**src/rtl/pipeline_hazard_ctrl_if.sv**
```systemverilog
// Hazard-control bundle between the 5-stage pipeline and the stall/flush scheduler.
// The scheduler uses the master modport. The pipeline (or a bench) uses the slave modport.
interface pipeline_hazard_ctrl_if #(
    parameter int CNT_W = 32
);
    logic             IFU_valid;
    logic [4:0]       ID_rs1;
    logic [4:0]       ID_rs2;
    logic             ID_use_rs1;
    logic             ID_use_rs2;
    logic [4:0]       EX_rd;
    logic             EX_write_gpr;
    logic             EX_mem_to_reg;
    logic             EX_branch_taken;
    logic             MEM_req;
    logic             MEM_done;
    logic             WB_system_halt;

    logic             FORWARD_stallIF;
    logic             FORWARD_stallID;
    logic             FORWARD_stallEX;
    logic             FORWARD_stallME;
    logic             FORWARD_stallWB;
    logic             FORWARD_flushIF;
    logic             FORWARD_flushID;
    logic             FORWARD_flushEX;
    logic             FORWARD_flushME;
    logic [1:0]       ctrl_state;
    logic             mem_timeout;
    logic [CNT_W-1:0] stall_cycles;

    modport master (
        input  IFU_valid, ID_rs1, ID_rs2, ID_use_rs1, ID_use_rs2,
               EX_rd, EX_write_gpr, EX_mem_to_reg, EX_branch_taken,
               MEM_req, MEM_done, WB_system_halt,
        output FORWARD_stallIF, FORWARD_stallID, FORWARD_stallEX,
               FORWARD_stallME, FORWARD_stallWB,
               FORWARD_flushIF, FORWARD_flushID, FORWARD_flushEX, FORWARD_flushME,
               ctrl_state, mem_timeout, stall_cycles
    );

    modport slave (
        output IFU_valid, ID_rs1, ID_rs2, ID_use_rs1, ID_use_rs2,
               EX_rd, EX_write_gpr, EX_mem_to_reg, EX_branch_taken,
               MEM_req, MEM_done, WB_system_halt,
        input  FORWARD_stallIF, FORWARD_stallID, FORWARD_stallEX,
               FORWARD_stallME, FORWARD_stallWB,
               FORWARD_flushIF, FORWARD_flushID, FORWARD_flushEX, FORWARD_flushME,
               ctrl_state, mem_timeout, stall_cycles
    );
endinterface

```
**src/rtl/pipeline_hazard_ctrl.sv**
```systemverilog
// Stall/flush scheduler for the IF-ID-EX-ME-WB core: load-use, branch redirect,
// fetch starvation, and multi-cycle LSU wait with a watchdog and a sticky halt.
module pipeline_hazard_ctrl #(
    parameter int TIMEOUT = 255,
    parameter int CNT_W   = 32
) (
    input  logic                  clk,
    input  logic                  rst,
    pipeline_hazard_ctrl_if.master bus
);

    typedef enum logic [1:0] {
        RUN      = 2'd0,
        MEM_WAIT = 2'd1,
        HALT     = 2'd2
    } state_e;

    localparam int WAIT_W = ($clog2(TIMEOUT + 1) > 8) ? $clog2(TIMEOUT + 1) : 8;

    // Stall bits are {IF, ID, EX, ME, WB}. Flush bits are {IF, ID, EX, ME}.
    localparam logic [4:0] STALL_NONE = 5'b00000;
    localparam logic [4:0] STALL_ALL  = 5'b11111;
    localparam logic [4:0] STALL_MEM  = 5'b11110;
    localparam logic [4:0] STALL_LU   = 5'b11000;
    localparam logic [4:0] STALL_IF   = 5'b10000;
    localparam logic [3:0] FLUSH_NONE = 4'b0000;
    localparam logic [3:0] FLUSH_ALL  = 4'b1111;
    localparam logic [3:0] FLUSH_MEM  = 4'b0001;
    localparam logic [3:0] FLUSH_BR   = 4'b1100;
    localparam logic [3:0] FLUSH_LU   = 4'b0100;
    localparam logic [3:0] FLUSH_IF   = 4'b1000;

    state_e            state;
    state_e            state_nxt;
    logic [WAIT_W-1:0] wait_cnt;
    logic              timeout_q;
    logic [CNT_W-1:0]  stall_cnt;
    logic [4:0]        stall;
    logic [3:0]        flush;
    logic              load_use;
    logic              mem_miss;
    logic              wait_expired;

    assign load_use = bus.EX_mem_to_reg & bus.EX_write_gpr & (bus.EX_rd != 5'd0) &
                      ((bus.ID_use_rs1 & (bus.ID_rs1 == bus.EX_rd)) |
                       (bus.ID_use_rs2 & (bus.ID_rs2 == bus.EX_rd)));
    assign mem_miss     = bus.MEM_req & ~bus.MEM_done;
    assign wait_expired = (wait_cnt == WAIT_W'(TIMEOUT));

    // NOTE: registered state uses non-blocking assignments so every flop samples pre-edge values.
    always_ff @(posedge clk or negedge rst) begin
        if (!rst) state <= RUN;
        else      state <= state_nxt;
    end

    always_comb begin
        // NOTE: every always_comb output gets a default first, so no path infers a latch.
        state_nxt = state;
        case (state)
            RUN: begin
                if (bus.WB_system_halt) state_nxt = HALT;
                else if (mem_miss)      state_nxt = MEM_WAIT;
            end
            MEM_WAIT: begin
                if (bus.MEM_done)       state_nxt = RUN;
                else if (wait_expired)  state_nxt = HALT;
            end
            HALT:    state_nxt = HALT;
            default: state_nxt = RUN;
        endcase
    end

    // The branch is not examined in MEM_WAIT. EX holds it, so it is redirected after the return to RUN.
    always_comb begin
        stall = STALL_NONE;
        flush = FLUSH_NONE;
        if (!rst) begin
            flush = FLUSH_ALL;
        end else begin
            case (state)
                RUN: begin
                    if (bus.WB_system_halt) begin
                        stall = STALL_ALL;
                    end else if (mem_miss) begin
                        stall = STALL_MEM;
                        flush = FLUSH_MEM;
                    end else if (bus.EX_branch_taken) begin
                        flush = FLUSH_BR;
                    end else if (load_use) begin
                        stall = STALL_LU;
                        flush = FLUSH_LU;
                    end else if (!bus.IFU_valid) begin
                        stall = STALL_IF;
                        flush = FLUSH_IF;
                    end
                end
                MEM_WAIT: begin
                    if (!bus.MEM_done) begin
                        stall = STALL_MEM;
                        flush = FLUSH_MEM;
                    end
                end
                HALT:    stall = STALL_ALL;
                default: stall = STALL_NONE;
            endcase
        end
    end

    always_ff @(posedge clk or negedge rst) begin
        if (!rst) begin
            wait_cnt  <= '0;
            timeout_q <= 1'b0;
            stall_cnt <= '0;
        end else begin
            if (state == RUN && state_nxt == MEM_WAIT)
                wait_cnt <= WAIT_W'(1);
            else if (state == MEM_WAIT && state_nxt == MEM_WAIT)
                wait_cnt <= wait_cnt + WAIT_W'(1);

            if (state == MEM_WAIT && state_nxt == HALT)
                timeout_q <= 1'b1;

            if (stall[4] && stall_cnt != {CNT_W{1'b1}})
                stall_cnt <= stall_cnt + CNT_W'(1);
        end
    end

    assign {bus.FORWARD_stallIF, bus.FORWARD_stallID, bus.FORWARD_stallEX,
            bus.FORWARD_stallME, bus.FORWARD_stallWB} = stall;
    assign {bus.FORWARD_flushIF, bus.FORWARD_flushID, bus.FORWARD_flushEX,
            bus.FORWARD_flushME} = flush;
    assign bus.ctrl_state   = state;
    assign bus.mem_timeout  = timeout_q;
    assign bus.stall_cycles = stall_cnt;

endmodule

```
**src/flat_wrapper.sv**
```systemverilog
// flat-port wrapper written by rule: the top's interface ports become plain ports
module pipeline_hazard_ctrl_flat 
#(
    parameter int TIMEOUT = 255,
    parameter int CNT_W   = 32
)
  (clk, rst, bus_IFU_valid, bus_ID_rs1, bus_ID_rs2, bus_ID_use_rs1, bus_ID_use_rs2, bus_EX_rd, bus_EX_write_gpr, bus_EX_mem_to_reg, bus_EX_branch_taken, bus_MEM_req, bus_MEM_done, bus_WB_system_halt, bus_FORWARD_stallIF, bus_FORWARD_stallID, bus_FORWARD_stallEX, bus_FORWARD_stallME, bus_FORWARD_stallWB, bus_FORWARD_flushIF, bus_FORWARD_flushID, bus_FORWARD_flushEX, bus_FORWARD_flushME, bus_ctrl_state, bus_mem_timeout, bus_stall_cycles);
  pipeline_hazard_ctrl_if #(.CNT_W(CNT_W)) bus_i ();
  input  logic clk;
  input  logic rst;
  input wire logic [$bits(bus_i.IFU_valid)-1:0] bus_IFU_valid;
  input wire logic [$bits(bus_i.ID_rs1)-1:0] bus_ID_rs1;
  input wire logic [$bits(bus_i.ID_rs2)-1:0] bus_ID_rs2;
  input wire logic [$bits(bus_i.ID_use_rs1)-1:0] bus_ID_use_rs1;
  input wire logic [$bits(bus_i.ID_use_rs2)-1:0] bus_ID_use_rs2;
  input wire logic [$bits(bus_i.EX_rd)-1:0] bus_EX_rd;
  input wire logic [$bits(bus_i.EX_write_gpr)-1:0] bus_EX_write_gpr;
  input wire logic [$bits(bus_i.EX_mem_to_reg)-1:0] bus_EX_mem_to_reg;
  input wire logic [$bits(bus_i.EX_branch_taken)-1:0] bus_EX_branch_taken;
  input wire logic [$bits(bus_i.MEM_req)-1:0] bus_MEM_req;
  input wire logic [$bits(bus_i.MEM_done)-1:0] bus_MEM_done;
  input wire logic [$bits(bus_i.WB_system_halt)-1:0] bus_WB_system_halt;
  output wire logic [$bits(bus_i.FORWARD_stallIF)-1:0] bus_FORWARD_stallIF;
  output wire logic [$bits(bus_i.FORWARD_stallID)-1:0] bus_FORWARD_stallID;
  output wire logic [$bits(bus_i.FORWARD_stallEX)-1:0] bus_FORWARD_stallEX;
  output wire logic [$bits(bus_i.FORWARD_stallME)-1:0] bus_FORWARD_stallME;
  output wire logic [$bits(bus_i.FORWARD_stallWB)-1:0] bus_FORWARD_stallWB;
  output wire logic [$bits(bus_i.FORWARD_flushIF)-1:0] bus_FORWARD_flushIF;
  output wire logic [$bits(bus_i.FORWARD_flushID)-1:0] bus_FORWARD_flushID;
  output wire logic [$bits(bus_i.FORWARD_flushEX)-1:0] bus_FORWARD_flushEX;
  output wire logic [$bits(bus_i.FORWARD_flushME)-1:0] bus_FORWARD_flushME;
  output wire logic [$bits(bus_i.ctrl_state)-1:0] bus_ctrl_state;
  output wire logic [$bits(bus_i.mem_timeout)-1:0] bus_mem_timeout;
  output wire logic [$bits(bus_i.stall_cycles)-1:0] bus_stall_cycles;
  assign bus_i.IFU_valid = bus_IFU_valid;
  assign bus_i.ID_rs1 = bus_ID_rs1;
  assign bus_i.ID_rs2 = bus_ID_rs2;
  assign bus_i.ID_use_rs1 = bus_ID_use_rs1;
  assign bus_i.ID_use_rs2 = bus_ID_use_rs2;
  assign bus_i.EX_rd = bus_EX_rd;
  assign bus_i.EX_write_gpr = bus_EX_write_gpr;
  assign bus_i.EX_mem_to_reg = bus_EX_mem_to_reg;
  assign bus_i.EX_branch_taken = bus_EX_branch_taken;
  assign bus_i.MEM_req = bus_MEM_req;
  assign bus_i.MEM_done = bus_MEM_done;
  assign bus_i.WB_system_halt = bus_WB_system_halt;
  assign bus_FORWARD_stallIF = bus_i.FORWARD_stallIF;
  assign bus_FORWARD_stallID = bus_i.FORWARD_stallID;
  assign bus_FORWARD_stallEX = bus_i.FORWARD_stallEX;
  assign bus_FORWARD_stallME = bus_i.FORWARD_stallME;
  assign bus_FORWARD_stallWB = bus_i.FORWARD_stallWB;
  assign bus_FORWARD_flushIF = bus_i.FORWARD_flushIF;
  assign bus_FORWARD_flushID = bus_i.FORWARD_flushID;
  assign bus_FORWARD_flushEX = bus_i.FORWARD_flushEX;
  assign bus_FORWARD_flushME = bus_i.FORWARD_flushME;
  assign bus_ctrl_state = bus_i.ctrl_state;
  assign bus_mem_timeout = bus_i.mem_timeout;
  assign bus_stall_cycles = bus_i.stall_cycles;
  pipeline_hazard_ctrl #(.TIMEOUT(TIMEOUT), .CNT_W(CNT_W)) u_core (.clk(clk), .rst(rst), .bus(bus_i));
endmodule
```
**config.mk**
```make
export PLATFORM = sky130hd
export DESIGN_NAME = pipeline_hazard_ctrl_flat
export DESIGN_NICKNAME = d
export VERILOG_FILES = /design/src/rtl/pipeline_hazard_ctrl_if.sv /design/src/rtl/pipeline_hazard_ctrl.sv /design/src/flat_wrapper.sv
export SDC_FILE = /design/constraint.sdc
export NUM_CORES = 1
export LEC_CHECK = 0
export ABC_AREA = 1
export BUFFER_PORTS_ARGS = -buffer_cell sky130_fd_sc_hd__buf_2
export CORE_ASPECT_RATIO = 1.1
export CORE_MARGIN = 5
export CORE_UTILIZATION = 55
export CTS_CLUSTER_SIZE = 20
export DETAILED_ROUTE_END_ITERATION = 16
export HOLD_SLACK_MARGIN = 0.06
export PLACE_DENSITY = 0.81
export REMOVE_ABC_BUFFERS = 1
export SLEW_MARGIN = 20
export SYNTH_ARGS = -nofsm -noshare
export SYNTH_HDL_FRONTEND = slang
export SYNTH_SLANG_ARGS = --single-unit
```
**constraint.sdc**
```tcl
create_clock -name clk -period 3.25 [get_ports clk]
set_input_delay 0.65 -clock clk [delete_from_list [all_inputs] [get_ports clk]]
set_output_delay 0.65 -clock clk [all_outputs]
set_load 0.01 [all_outputs]
```
Word-level counts from Yosys, hierarchy flattened
Cells that the tools add are included.

Add/sub/neg operators: 2. Equality and inequality tests: 8. Mux-type cells: 23. Bitwise operators: 8. Reductions and logical operators: 7.

Operators with widths (number): 5-bit 2-to-1 mux (7); 32-bit by 1-bit adder with 32-bit output, second input constant (1); 32-bit inequality test, second input constant (1); 4-bit 2-to-1 mux (6); 8-bit 2-to-1 mux (2); 5-bit one-hot mux with 3 select lines (1); 5-bit == test (2); 8-bit by 1-bit adder with 8-bit output, second input constant (1); 8-bit == test, second input constant (1); 2-bit 2-to-1 mux (4); 4-bit one-hot mux with 2 select lines (1); 1-bit AND (6); 2-bit one-hot mux with 3 select lines (1); 5-bit nonzero test (1); 2-bit by 1-bit == test with 1-bit output, second input constant (2); 2-bit == test, second input constant (2); 1-bit logical AND (4); 2-bit zero test (1); 2-bit nonzero test (1); 1-bit 2-to-1 mux (1); 1-bit NOT (1); 1-bit OR (1).

Flip-flop bits (word level): 43. Input port bits: 26. Output and inout port bits: 44.

Logic depth before layout (Yosys ltp)
Gate-level depths: netlist of the first run.

Depth in word-level cells: 11. Gate-level depth with buffers: 12.

Worst setup path before layout of the first run
OpenSTA, ideal clock, no wires.

Path type: input to output. From: input bus_MEM_done. To: output bus_FORWARD_stallIF. Arrival: 1645 ps. Data required time: 2600 ps. Slack: 955 ps. Cell stages on the path: 8. Buffers on the path: 1. Path through: inv_1 nand2_1 nand3_1 nand2_1 nor2_1 inv_1 nand3_1 buf_2.

Word-level cells in the longest chain between the ends: 6. Elaborated cells between the ends (all ways): 7.

RTL lines: start, declared (RTL line flat_wrapper.sv:21) `input wire logic [$bits(bus_i.MEM_done)-1:0] bus_MEM_done;`; 1-bit NOT (RTL line pipeline_hazard_ctrl.sv:47) `assign mem_miss = bus.MEM_req & ~bus.MEM_done;`; 1-bit AND (RTL line pipeline_hazard_ctrl.sv:47); 5-bit 2-to-1 mux (RTL line pipeline_hazard_ctrl.sv:84) `end else if (mem_miss) begin`; 5-bit 2-to-1 mux (RTL line pipeline_hazard_ctrl.sv:82) `if (bus.WB_system_halt) begin`; 5-bit one-hot mux with 3 select lines * (RTL line pipeline_hazard_ctrl.sv:80) `case (state)`; 5-bit 2-to-1 mux * (RTL line pipeline_hazard_ctrl.sv:77) `if (!rst) begin`; end, declared (RTL line flat_wrapper.sv:23) `output wire logic [$bits(bus_i.FORWARD_stallIF)-1:0] bus_FORWARD_stallIF;`.

Mark *: on every way between the ends. The rest lies on a longest branch, timed or not.

Final worst setup path of the first run
From: register u_core.stall_cnt[0], in the netlist u_core.bus.stall_cycles[0]. To: register u_core.stall_cnt[16], in the netlist u_core.bus.stall_cycles[16].

Word-level cells in the longest chain between the ends: 2. Elaborated cells between the ends (all ways): 3.

RTL lines: start, declared (RTL line pipeline_hazard_ctrl.sv:37) `logic [CNT_W-1:0] stall_cnt;`; start signal, assigned (RTL line pipeline_hazard_ctrl.sv:124) `stall_cnt <= stall_cnt + CNT_W'(1);`; branches (longest 2 deep; another with 32-bit by 1-bit adder with 32-bit output).

Several ways; the timed one is not identified. A chain may end at the register's enable or synchronous reset.

==> reports/qor.txt, run 1 <==
result of the run: complete, no violations
core region area: 5360 um^2
endpoint of the most critical register-to-register path: u_core.bus.stall_cycles[16]$_DFFE_PN0P_
DRC violation total after the first TritonRoute iteration: 134
per-cell routed wire length: 12.7 um
worst hold-check slack: 0.146 ns
register bit count reported by yosys: 43
cell with the largest stage delay on the worst path: sky130_fd_sc_hd__nand2_4
Post-CTS Hold Buffers: 0
depth of the CTS H-tree: 2
Static Leakage: 1.95 nW
global-route wire length before repair: 12800 um
cell-by-cell trace of the critical path: ha_1 > nand2_2 > nor2_4 > nand2_2 > nor2_4 > nand3_1 > nor2_2 > nand4_2 > nand2_4 > nand2_1 > nand2_1
Placer Congestion: 0.952
total half-perimeter wirelength after legalization and detailed placement: 5820 um
number of global-route vias before repair: 2836
Yosys cell types: 30
number of synthesized flops with an enable pin: 0
height of the die: 87.6 um
average via count per standard cell: 5.19
DRT Wirelength: 7610 um
register-to-register setup slack: 0.90 ns
drt first pass iters: 6
proportion of layout cells with a drive suffix above 1: 0.180
Rel. slew slack: 0.667
CP bufs+invs: 0
proportion of register bits with asynchronous set or reset after synthesis: 1.00
cell count of the worst reg-to-reg path: 11
synthesized area per cell: 6.64 um^2
count of pins on the block boundary: 70
insertion delay of the later-clocked pin in the worst-skew pair: 0.30 ns
Tot GR Track Use: 0.229
TritonCTS buffer count: 5
peak per-stage delay on the critical path: 0.43 ns
most instantiated flip-flop cell in the synthesis netlist: sky130_fd_sc_hd__dfrtp_1
share of the clock period used by the worst path: 0.724
wire length the detailed router placed on met1: 3210 um
Site Rows: 28
unrepaired setup endpoints after global routing: false
grt ovf: 0
detailed-routed wire length on met2: 3750 um
total of buffers placed on input and output ports: 69
# DRC: 0
cell chosen for the clock root: sky130_fd_sc_hd__clkbuf_8
Setup Viol. Count Final: 0
largest net degree at the start of global routing: 42
synthesized cell area: 3010 um^2
CP endpoint kind: register
setup_tns: 0 ns
fin. max-slew vios: 0
fraction of the yosys area taken by sequential cells: 0.357
number of clock sinks: 43
Reg2Reg Launch Point: u_core.bus.stall_cycles[0]$_DFFE_PN0P_
CTS tree: built
post-CTS setup buffer count: 0
startpoint types: register
VDD IR-drop max: 311 uV
synthesized instance count: 454
vias after detailed routing: 3105
max-capacitance violation count: 0
endpoints failing hold: 0
die outline width: 80.6 um
dominant delay contributor by cell family on the critical path: simple AND/OR/NAND/NOR gates
clock skew: 0.00662 ns
min cycle time layout: 2.35 ns
type of the most critical hold path: primary input to async pin
pwr dens: 443 nW/um^2
post-synthesis to final-layout area growth: 17.4%
Worst-Margin Slew: 0.500 ns
maximum clock rate: 425 MHz
Routed met3 length: 524 um
Reg clk slew, reported paths: 0.08 ns
arrival time of the worst setup path: 2.59 ns
endpoint required time on the critical path: 3.49 ns
antenna violations before repair: 0
clock buffer depth: 2
# nets final: 550
number of routed nets with antenna violations: 0
Diodes inserted: 0
number of cells upsized or downsized after cts: 0
Total Die Area: 7060 um^2
Starting Density: 0.562
number of synthesis warnings: 0
highest routed metal layer: met4
Setup CP Type: register to register
biggest fanout along the worst timing path: 32
[synthesized netlist by cell type (3+ instances only)]
library cell / count / share of area
sky130_fd_sc_hd__buf_2: 5 / 0.0083
sky130_fd_sc_hd__nand2_1: 171 / 0.21
sky130_fd_sc_hd__xor2_1: 22 / 0.064
sky130_fd_sc_hd__nand3_1: 49 / 0.081
sky130_fd_sc_hd__a21oi_1: 4 / 0.0066
sky130_fd_sc_hd__xnor2_1: 6 / 0.017
sky130_fd_sc_hd__dfrtp_1: 43 / 0.36
sky130_fd_sc_hd__buf_6: 3 / 0.011
sky130_fd_sc_hd__nor3_1: 18 / 0.030
sky130_fd_sc_hd__inv_1: 47 / 0.059
sky130_fd_sc_hd__nor3_2: 3 / 0.010
sky130_fd_sc_hd__nand4_1: 11 / 0.023
sky130_fd_sc_hd__nor2_1: 47 / 0.059
[placed cells by master (no fill, tap or decap), types with 2 or more instances in the layout]
cell,n
sky130_fd_sc_hd__inv_1,47
sky130_fd_sc_hd__bufinv_16,2
sky130_fd_sc_hd__o21ai_0,2
sky130_fd_sc_hd__nand3b_1,2
sky130_fd_sc_hd__nor2_4,2
sky130_fd_sc_hd__clkbuf_8,5
sky130_fd_sc_hd__nor3_1,18
sky130_fd_sc_hd__nor2_2,2
sky130_fd_sc_hd__inv_2,2
sky130_fd_sc_hd__nand2_1,171
sky130_fd_sc_hd__nand4_1,11
sky130_fd_sc_hd__xnor2_1,6
sky130_fd_sc_hd__buf_4,3
sky130_fd_sc_hd__dfrtp_1,43
sky130_fd_sc_hd__ha_1,2
sky130_fd_sc_hd__xor2_1,22
sky130_fd_sc_hd__nand2_2,2
sky130_fd_sc_hd__nand3_1,49
sky130_fd_sc_hd__nor3_2,3
sky130_fd_sc_hd__a21oi_1,4
sky130_fd_sc_hd__nor2_1,47
sky130_fd_sc_hd__buf_2,69
[registers in the layout, indices dropped and copies added, names as in the netlist]
register / count
u_core.bus.stall_cycles: 32
u_core.bus.ctrl_state: 2
u_core.bus.mem_timeout: 1
u_core.wait_cnt: 8
[cell families (layout without fill, tap and decap cells)]
family          Yosys count  after routing  synth area share
fa+ha+maj                 2              2           0.00830
buf+inv                  60            129            0.0855
flops                    43             43             0.357
xor+xnor                 28             28            0.0814
simple gates            311            311             0.449
compound gates           10             10            0.0191
[how the worst max path moves through the flow]
stage / start / endpoint / cells past startpoint / slack, ns
after global routing: u_core.bus.stall_cycles[0]$_DFFE_PN0P_ / u_core.bus.stall_cycles[11]$_DFFE_PN0P_ / 11 / 0.59
after global placement: u_core.bus.stall_cycles[0]$_DFFE_PN0P_ / u_core.bus.stall_cycles[28]$_DFFE_PN0P_ / 11 / 0.96
after detailed placement: u_core.bus.stall_cycles[0]$_DFFE_PN0P_ / u_core.bus.stall_cycles[16]$_DFFE_PN0P_ / 11 / 0.88
final: u_core.bus.stall_cycles[0]$_DFFE_PN0P_ / u_core.bus.stall_cycles[16]$_DFFE_PN0P_ / 11 / 0.90
after floorplan: bus_MEM_done / bus_FORWARD_stallIF / 7 / 0.59
after CTS: u_core.bus.stall_cycles[0]$_DFFE_PN0P_ / u_core.bus.stall_cycles[16]$_DFFE_PN0P_ / 11 / 0.84
[per-layer routing]
metal  vias to the layer above  GRT usage
met4                         0     0.0645
met1                      1435      0.288
met3                        13     0.0432
met2                        95      0.403
li1                       1562          -
met5                         -          0
[report_power, final]
part | switching, mW | internal (mW) | leakage (nW) | total (mW)
clock | 0.188 | 0.306 | 0.0644 | 0.494
combinational | 0.245 | 0.144 | 1.31 | 0.390
sequential | 0.0821 | 0.601 | 0.577 | 0.683
[final cells by class]
cell class	instances	area, um^2
Fill cell	494	1820
Multi-Input combinational cell	351	1680
Sequential cell	43	1080
Timing Repair Buffer	72	368
Inverter	49	184
Tap cell	75	93.8
Clock buffer	5	68.8
Clock inverter	3	67.6
[per-stage QoR]
| stage | instances | utilization | power, mW | setup slack [ns] | instance area (um^2) |
|---|---|---|---|---|---|
| after floorplan | 443 | - | 0.930 | 0.595 | 2940 |
| after global placement | 590 | 0.634 | 1.07 | 0.961 | 3400 |
| after detailed placement | 590 | 0.634 | 1.09 | 0.883 | 3400 |
| after CTS | 598 | 0.660 | 1.58 | 0.841 | 3540 |
| after global routing | 598 | 0.660 | 1.67 | 0.592 | 3540 |
| final | 598 | 0.660 | 1.57 | 0.898 | 3540 |
Note: power is estimated with default switching activity, not from simulation.
==> run 2, diff against run 1 <==
- ABC_AREA: 1 -> 0
- CORE_UTILIZATION: 55 -> 53
- PLACE_DENSITY: 0.81 -> 0.8
- clock period: 3.25 -> 2.4 ns (I/O delays scaled with it)
==> run 2 against run 1 <==
  * Global-route usage down 3.9 points
  * Die area fell by 9.1%
  * Highest routed layer unchanged
  * Final cell count down 35%
  * Clock power down 12%
  * Largest cell class unchanged
  * Count of clock-buffer cells in the layout stayed put
  * Utilization fell by 0.31 points
  * Synthesized cell count is 44% lower
  * Non-clock buffer count is 8 higher
  * Setup slack lost 0.76 ns
  * Power increased by 16%
==> reports/qor.txt, run 2 <==
result of the run: complete, no violations
Diodes inserted: 0 (unchanged)
total of buffers placed on input and output ports: 69 (unchanged)
Yosys cell types: 47 (+57%)
Rel. slew slack: 0.663 (-0.00359)
TritonCTS buffer count: 5 (unchanged)
VDD IR-drop max: 546 uV (+76%)
insertion delay of the later-clocked pin in the worst-skew pair: 0.29 ns (about the same)
DRT Wirelength: 6030 um (-21%)
endpoint required time on the critical path: 1.92 ns (-1.57 ns)
CP endpoint kind: output pin
worst slack after detailed placement: 0.105 ns (-0.778 ns)
antenna violations before repair: 0 (unchanged)
proportion of layout cells with a drive suffix above 1: 0.345 (+0.166)
post-CTS setup buffer count: 0 (unchanged)
fin. max-slew vios: 0 (unchanged)
Reg2Reg Launch Point: u_core.bus.stall_cycles[17]$_DFFE_PN0P_
synthesized area per cell: 10.3 um^2 (+54%)
area share of the largest cell type after synthesis: 0.413 (+0.0561)
max-capacitance violation count: 0 (unchanged)
average via count per standard cell: 5.72 (+10%)
height of the die: 83.5 um (-4.7%)
Setup CP Type: primary input to output pin
min cycle time layout: 2.27 ns
total half-perimeter wirelength after legalization and detailed placement: 4470 um (-23%)
number of synthesis warnings: 0 (unchanged)
biggest fanout along the worst timing path: 3 (-91%)
depth of the CTS H-tree: 2 (unchanged)
global-route wire length before repair: 10200 um (-21%)
most common cell after layout, fill and taps aside: sky130_fd_sc_hd__buf_2
vias after detailed routing: 2206 (-29%)
Total Die Area: 6420 um^2 (-9.1%)
most used cells in the layout excluding fill and tap cells: sky130_fd_sc_hd__buf_2, sky130_fd_sc_hd__dfrtp_1, sky130_fd_sc_hd__xor2_1
count of pins on the block boundary: 70 (unchanged)
post-synthesis to final-layout area growth: 19.0%
Site Rows: 26 (-7.1%)
cell chosen for the clock root: sky130_fd_sc_hd__clkbuf_8
setup_tns: 0 ns (unchanged)
per-cell routed wire length: 15.6 um (+23%)
register area: 1080 um^2 (unchanged)
clock skew: 0.00863 ns (+0.00201 ns)
core region area: 4720 um^2 (-12%)
# DRC: 0 (unchanged)
startpoint of the worst setup timing path: bus_EX_rd[1]
Starting Density: 0.552 (-0.0101)
number of flip-flops in the largest register: 32 (unchanged)
setup slack of the critical path after layout: 0.134 ns (-0.764 ns)
DRC violation total after the first TritonRoute iteration: 141 (+5.2%)
biggest area consumer among synthesized cells: sky130_fd_sc_hd__dfrtp_1
Setup Viol. Count Final: 0 (unchanged)
number of placed instances with taps included: 376 (-36%)
leading cell types by total area after synthesis: sky130_fd_sc_hd__dfrtp_1, sky130_fd_sc_hd__xor2_1, sky130_fd_sc_hd__nand4_1, sky130_fd_sc_hd__a21oi_1, sky130_fd_sc_hd__xnor2_1
number of clock sinks: 43 (unchanged)
fraction of the yosys area taken by sequential cells: 0.413 (+0.0561)
clock buffer depth: 2 (unchanged)
Placer Congestion: 0.846 (-11%)
maximum clock rate: 441 MHz
Post-synth top cells: sky130_fd_sc_hd__dfrtp_1, sky130_fd_sc_hd__xor2_1, sky130_fd_sc_hd__a21oi_1, sky130_fd_sc_hd__nand4_1, sky130_fd_sc_hd__nand2_1
Tot GR Track Use: 0.191 (-0.0385)
number of synthesized flops with an enable pin: 0 (unchanged)
number of cells upsized or downsized after cts: 0 (unchanged)
number of global-route vias before repair: 2154 (-24%)
share of the clock period used by the worst path: 0.944
Worst-Margin Slew: 0.504 ns (+0.00418 ns)
synthesized cell area: 2600 um^2 (-14%)
largest net degree at the start of global routing: 40 (-4.8%)
unrepaired setup endpoints after global routing: false
pwr dens: 588 nW/um^2 (+33%)
proportion of register bits with asynchronous set or reset after synthesis: 1.00 (unchanged)
endpoints failing hold: 0 (unchanged)
arrival time of the worst setup path: 1.79 ns (-0.80 ns)
die outline width: 76.8 um (-4.6%)
grt ovf: 0 (unchanged)
non-filler cells in the finished layout: 386 (-35%)
most instantiated flip-flop cell in the synthesis netlist: sky130_fd_sc_hd__dfrtp_1
Post-CTS Hold Buffers: 0 (unchanged)
Reg clk slew, reported paths: 0.07 ns (about the same)
filler cell count in the final layout: 384 (-22%)
cell with the most instances after synthesis: sky130_fd_sc_hd__dfrtp_1
# nets final: 357 (-35%)
area occupied by multi-input gates: 1430 um^2 (-15%)
number of routed nets with antenna violations: 0 (unchanged)
Static Leakage: 1.46 nW (-25%)
drt first pass iters: 4 (-2)
CTS tree: built
startpoint types: primary input
synthesized instance count: 254 (-44%)
type of the most critical hold path: primary input to async pin
register bit count reported by yosys: 43 (unchanged)
[run 2: changes by cell type after synthesis, moves of 5 or more]
cell                       previous run  this run
sky130_fd_sc_hd__nand2_1            171        18
sky130_fd_sc_hd__inv_1               47         3
sky130_fd_sc_hd__nand3_1             49        14
sky130_fd_sc_hd__nor2_1              47        13
sky130_fd_sc_hd__a21oi_1              4        22
sky130_fd_sc_hd__nor3_1              18         2
sky130_fd_sc_hd__xor2_1              22        35
sky130_fd_sc_hd__nand4_1             11        21
sky130_fd_sc_hd__nand2b_1             0         7
sky130_fd_sc_hd__a211oi_1             0         5
sky130_fd_sc_hd__xnor2_1              6        11
[run 2: routing by layer]
| metal | global-route usage | part of all wire | vias to the layer above |
|---|---|---|---|
| met1 | 0.250 | 0.44 | 1048 |
| li1 | - | - | 1074 |
| met3 | 0.0529 | 0.065 | 5 |
| met5 | 0 | 0 | - |
| met4 | 0.0493 | 0.0085 | 0 |
| met2 | 0.310 | 0.48 | 79 |
[run 2: cells by family (layout without fill, tap and decap cells)]
group	after synthesis	after routing	share of synthesized area
and+or+nand+nor	104	104	0.240
buffers and inverters	15	91	0.0380
adders and majority gates	2	2	0.00961
muxes	2	2	0.00865
AOI/OAI and AO/OA	42	42	0.136
DFF	43	43	0.413
xor gates and xnor gates	46	46	0.155
[run 2: path summary, 6_finish.rpt]
check / to / cells past startpoint / slack [ns]
worst max-delay path: bus_FORWARD_flushIF / 7 / 0.13
worst min-delay path: u_core.bus.ctrl_state[1]$_DFF_PN0_ / 2 / 0.11
worst max register to register: u_core.bus.stall_cycles[28]$_DFFE_PN0P_ / 6 / 0.26
worst min register to register: u_core.bus.stall_cycles[24]$_DFFE_PN0P_ / 1 / 0.49
max in group asynchronous: u_core.bus.stall_cycles[6]$_DFFE_PN0P_ / 3 / 1.61
min in group clk: u_core.bus.stall_cycles[24]$_DFFE_PN0P_ / 1 / 0.49
[run 2: area by class of cell]
type | instances | area share
multi-input combinational | 196 | 0.461
sequential | 43 | 0.347
timing repair buffer | 80 | 0.138
tap | 56 | 0.0226
clock buffer | 5 | 0.0222
clock inverter | 3 | 0.00485
inverter | 3 | 0.00363
[run 2: stage by stage]
stage	instance area [um^2]	power (mW)	hold slack, ns	util
5_1_grt	3100	1.93	0.120	0.657
3_3_place_gp	3000	1.38	0.428	0.636
3_5_place_dp	3000	1.39	0.428	0.636
6_report	3100	1.82	0.115	0.657
4_1_cts	3080	1.83	0.110	0.654
2_1_floorplan	2520	1.18	0.184	-
[run 2: power breakdown]
group,leakage [nW],internal (mW),total (mW),switching [mW]
clock,0.0477,0.199,0.436,0.237
combinational,0.876,0.196,0.419,0.224
sequential,0.538,0.825,0.966,0.141
total,1.46,1.22,1.82,0.602
[run 2: worst max-delay path, stage by stage]
cell,delay [ns]
sky130_fd_sc_hd__buf_2,0.12
sky130_fd_sc_hd__or3_1,0.37
sky130_fd_sc_hd__o311a_1,0.34
sky130_fd_sc_hd__nand2_1,0.10
sky130_fd_sc_hd__nand2b_1,0.05
sky130_fd_sc_hd__a22oi_1,0.15
sky130_fd_sc_hd__buf_2,0.16
==> run 3, diff against run 2 <==
- REMOVE_ABC_BUFFERS: 1 -> unset
==> run 3 against run 2 <==
  * Via count grew 1.5%
  * Combinational power hardly changed
  * Register-to-register slack better by 0.04 ns
  * Flip-flop and latch count unchanged
  * Global-route usage decreased by 0.88 points
  * Sequential power fell by 0.5%
  * Critical path depth is the same
  * Highest routed layer unchanged
==> reports/qor.txt, run 3 (synthesis gave the netlist of run 2 again) <==
arrival time of the worst setup path: 1.77 ns (-0.02 ns)
total half-perimeter wirelength after legalization and detailed placement: 4430 um (-0.82%)
VDD IR-drop max: 359 uV (-34%)
cell with the largest stage delay on the worst path: sky130_fd_sc_hd__or3_1
antenna violations before repair: 0 (unchanged)
worst hold-check slack: 0.188 ns (+0.0730 ns)
peak per-stage delay on the critical path: 0.37 ns (about the same)
setup_tns: 0 ns (unchanged)
number of global-route vias before repair: 2127 (-1.3%)
endpoint required time on the critical path: 1.92 ns (about the same)
endpoints failing hold: 0 (unchanged)
pwr dens: 647 nW/um^2 (+10%)
clock skew: 0.00662 ns (-0.00201 ns)
share of the clock period used by the worst path: 0.938 (-0.00635)
dominant delay contributor by cell family on the critical path: simple AND/OR/NAND/NOR gates
biggest fanout along the worst timing path: 3 (unchanged)
Tot GR Track Use: 0.182 (-0.00878)
Total Die Area: 6420 um^2 (unchanged)
type of the most critical hold path: primary input to async pin
result of the run: complete, no violations
area occupied by multi-input gates: 1430 um^2 (unchanged)
number of clock sinks: 43 (unchanged)
Site Rows: 26 (unchanged)
total of buffers placed on input and output ports: 69 (unchanged)
drt first pass iters: 7 (+3)
Starting Density: 0.552 (unchanged)
CP bufs+invs: 2 (unchanged)
register area: 1080 um^2 (unchanged)
cell mode on critical path: sky130_fd_sc_hd__buf_2
Rel. slew slack: 0.768 (+0.105)
number of flip-flops in the largest register: 32 (unchanged)
CP endpoint kind: output pin
height of the die: 83.5 um (unchanged)
die outline width: 76.8 um (unchanged)
Diodes inserted: 0 (unchanged)
most used cells in the layout excluding fill and tap cells: sky130_fd_sc_hd__buf_2, sky130_fd_sc_hd__dfrtp_1, sky130_fd_sc_hd__xor2_1
Static Leakage: 1.49 nW (+1.8%)
insertion delay of the later-clocked pin in the worst-skew pair: 0.30 ns (about the same)
unrepaired setup endpoints after global routing: false
post-synth net total: 282
Reg clk slew, reported paths: 0.09 ns (+0.02 ns)
number of cells upsized or downsized after cts: 0 (unchanged)
core region area: 4720 um^2 (unchanged)
per-cell routed wire length: 14.9 um (-4.4%)
proportion of layout cells with a drive suffix above 1: 0.349 (+0.00394)
Setup CP Type: primary input to output pin
most common cell after layout, fill and taps aside: sky130_fd_sc_hd__buf_2
depth of the CTS H-tree: 2 (unchanged)
CTS tree: built
startpoint types: primary input
grt ovf: 0 (unchanged)
min cycle time layout: 2.25 ns (-0.0152 ns)
Post-CTS Hold Buffers: 0 (unchanged)
number of routed nets with antenna violations: 0 (unchanged)
Setup Viol. Count Final: 0 (unchanged)
largest net degree at the start of global routing: 25 (-38%)
maximum clock rate: 444 MHz (+0.68%)
register-to-register setup slack: 0.30 ns (+0.04 ns)
max-capacitance violation count: 0 (unchanged)
vias after detailed routing: 2239 (+1.5%)
DRT Wirelength: 5800 um (-3.9%)
Worst-Margin Slew: 0.344 ns (-0.160 ns)
post-synthesis to final-layout area growth: 21.6%
overall power of the completed layout: 2.05 mW (+12%)
TritonCTS buffer count: 5 (unchanged)
global-route wire length before repair: 9940 um (-2.7%)
# DRC: 0 (unchanged)
DRC violation total after the first TritonRoute iteration: 116 (-18%)
post-CTS setup buffer count: 0 (unchanged)
# nets final: 359 (+0.56%)
Placer Congestion: 0.823 (-2.7%)
count of pins on the block boundary: 70 (unchanged)
filler cell count in the final layout: 365 (-4.9%)
clock buffer depth: 2 (unchanged)
cell-by-cell trace of the critical path: buf_2 > or3_1 > o311a_1 > nand2_1 > nand2b_1 > a22oi_1 > buf_2
cell chosen for the clock root: sky130_fd_sc_hd__clkbuf_8
average via count per standard cell: 5.77 (+0.97%)
fin. max-slew vios: 0 (unchanged)
run 3: cell count changes in the layout (fill, tap and decap cells not counted):
cell,before,now
sky130_fd_sc_hd__clkinv_2,3,0
sky130_fd_sc_hd__bufinv_16,0,2
sky130_fd_sc_hd__clkinvlp_4,0,1
sky130_fd_sc_hd__buf_4,11,13
run 3: cell type report:
type | count | area share
tap | 56 | 0.0221
timing repair buffer | 82 | 0.140
inverter | 3 | 0.00356
multi-input combinational | 196 | 0.451
clock buffer | 5 | 0.0217
sequential | 43 | 0.340
clock inverter | 3 | 0.0213
run 3: path summary, 6_finish.rpt:
kind / endpoint / depth (start not counted) / start
max reg2reg: u_core.bus.stall_cycles[1]$_DFFE_PN0P_ / 6 / u_core.bus.stall_cycles[0]$_DFFE_PN0P_
max: bus_FORWARD_flushIF / 7 / bus_EX_rd[1]
min in group clk: u_core.bus.mem_timeout$_DFFE_PN0P_ / 1 / u_core.bus.mem_timeout$_DFFE_PN0P_
max in group asynchronous: u_core.bus.stall_cycles[30]$_DFFE_PN0P_ / 2 / rst
min: u_core.wait_cnt[6]$_DFFE_PN0P_ / 2 / rst
min reg2reg: u_core.bus.mem_timeout$_DFFE_PN0P_ / 1 / u_core.bus.mem_timeout$_DFFE_PN0P_
run 3: where the power goes:
part           total, mW  switching (mW)  internal, mW
Sequential         0.961           0.136         0.825
Combinational      0.419           0.224         0.195
Clock              0.668           0.253         0.415
Total               2.05           0.614          1.43
run 3: routing by layer:
layer | vias up | GRT usage | part of all wire
met3 | 9 | 0.0475 | 0.068
li1 | 1078 | - | -
met4 | 0 | 0.0525 | 0.012
met1 | 1072 | 0.240 | 0.44
met2 | 80 | 0.293 | 0.48
met5 | - | 0 | 0
run 3: worst reg2reg max path: stages (launching register included):
cell and delay (ns):
sky130_fd_sc_hd__dfrtp_1 0.43, sky130_fd_sc_hd__ha_1 0.28, sky130_fd_sc_hd__and4_4 0.25, sky130_fd_sc_hd__and3_2 0.21, sky130_fd_sc_hd__and3_4 0.19, sky130_fd_sc_hd__a21oi_1 0.25, sky130_fd_sc_hd__mux2_2 0.37
run 3: metrics by stage:
| step | cells | setup WS, ns | instance area, um^2 | utilization |
|---|---|---|---|---|
| after global placement | 380 | 0.160 | 3030 | 0.642 |
| after detailed placement | 380 | 0.150 | 3030 | 0.642 |
| final | 388 | 0.149 | 3170 | 0.671 |
| after global routing | 388 | 0.0846 | 3170 | 0.671 |
| after CTS | 388 | 0.150 | 3170 | 0.671 |
| after floorplan | 254 | 0.194 | 2600 | - |
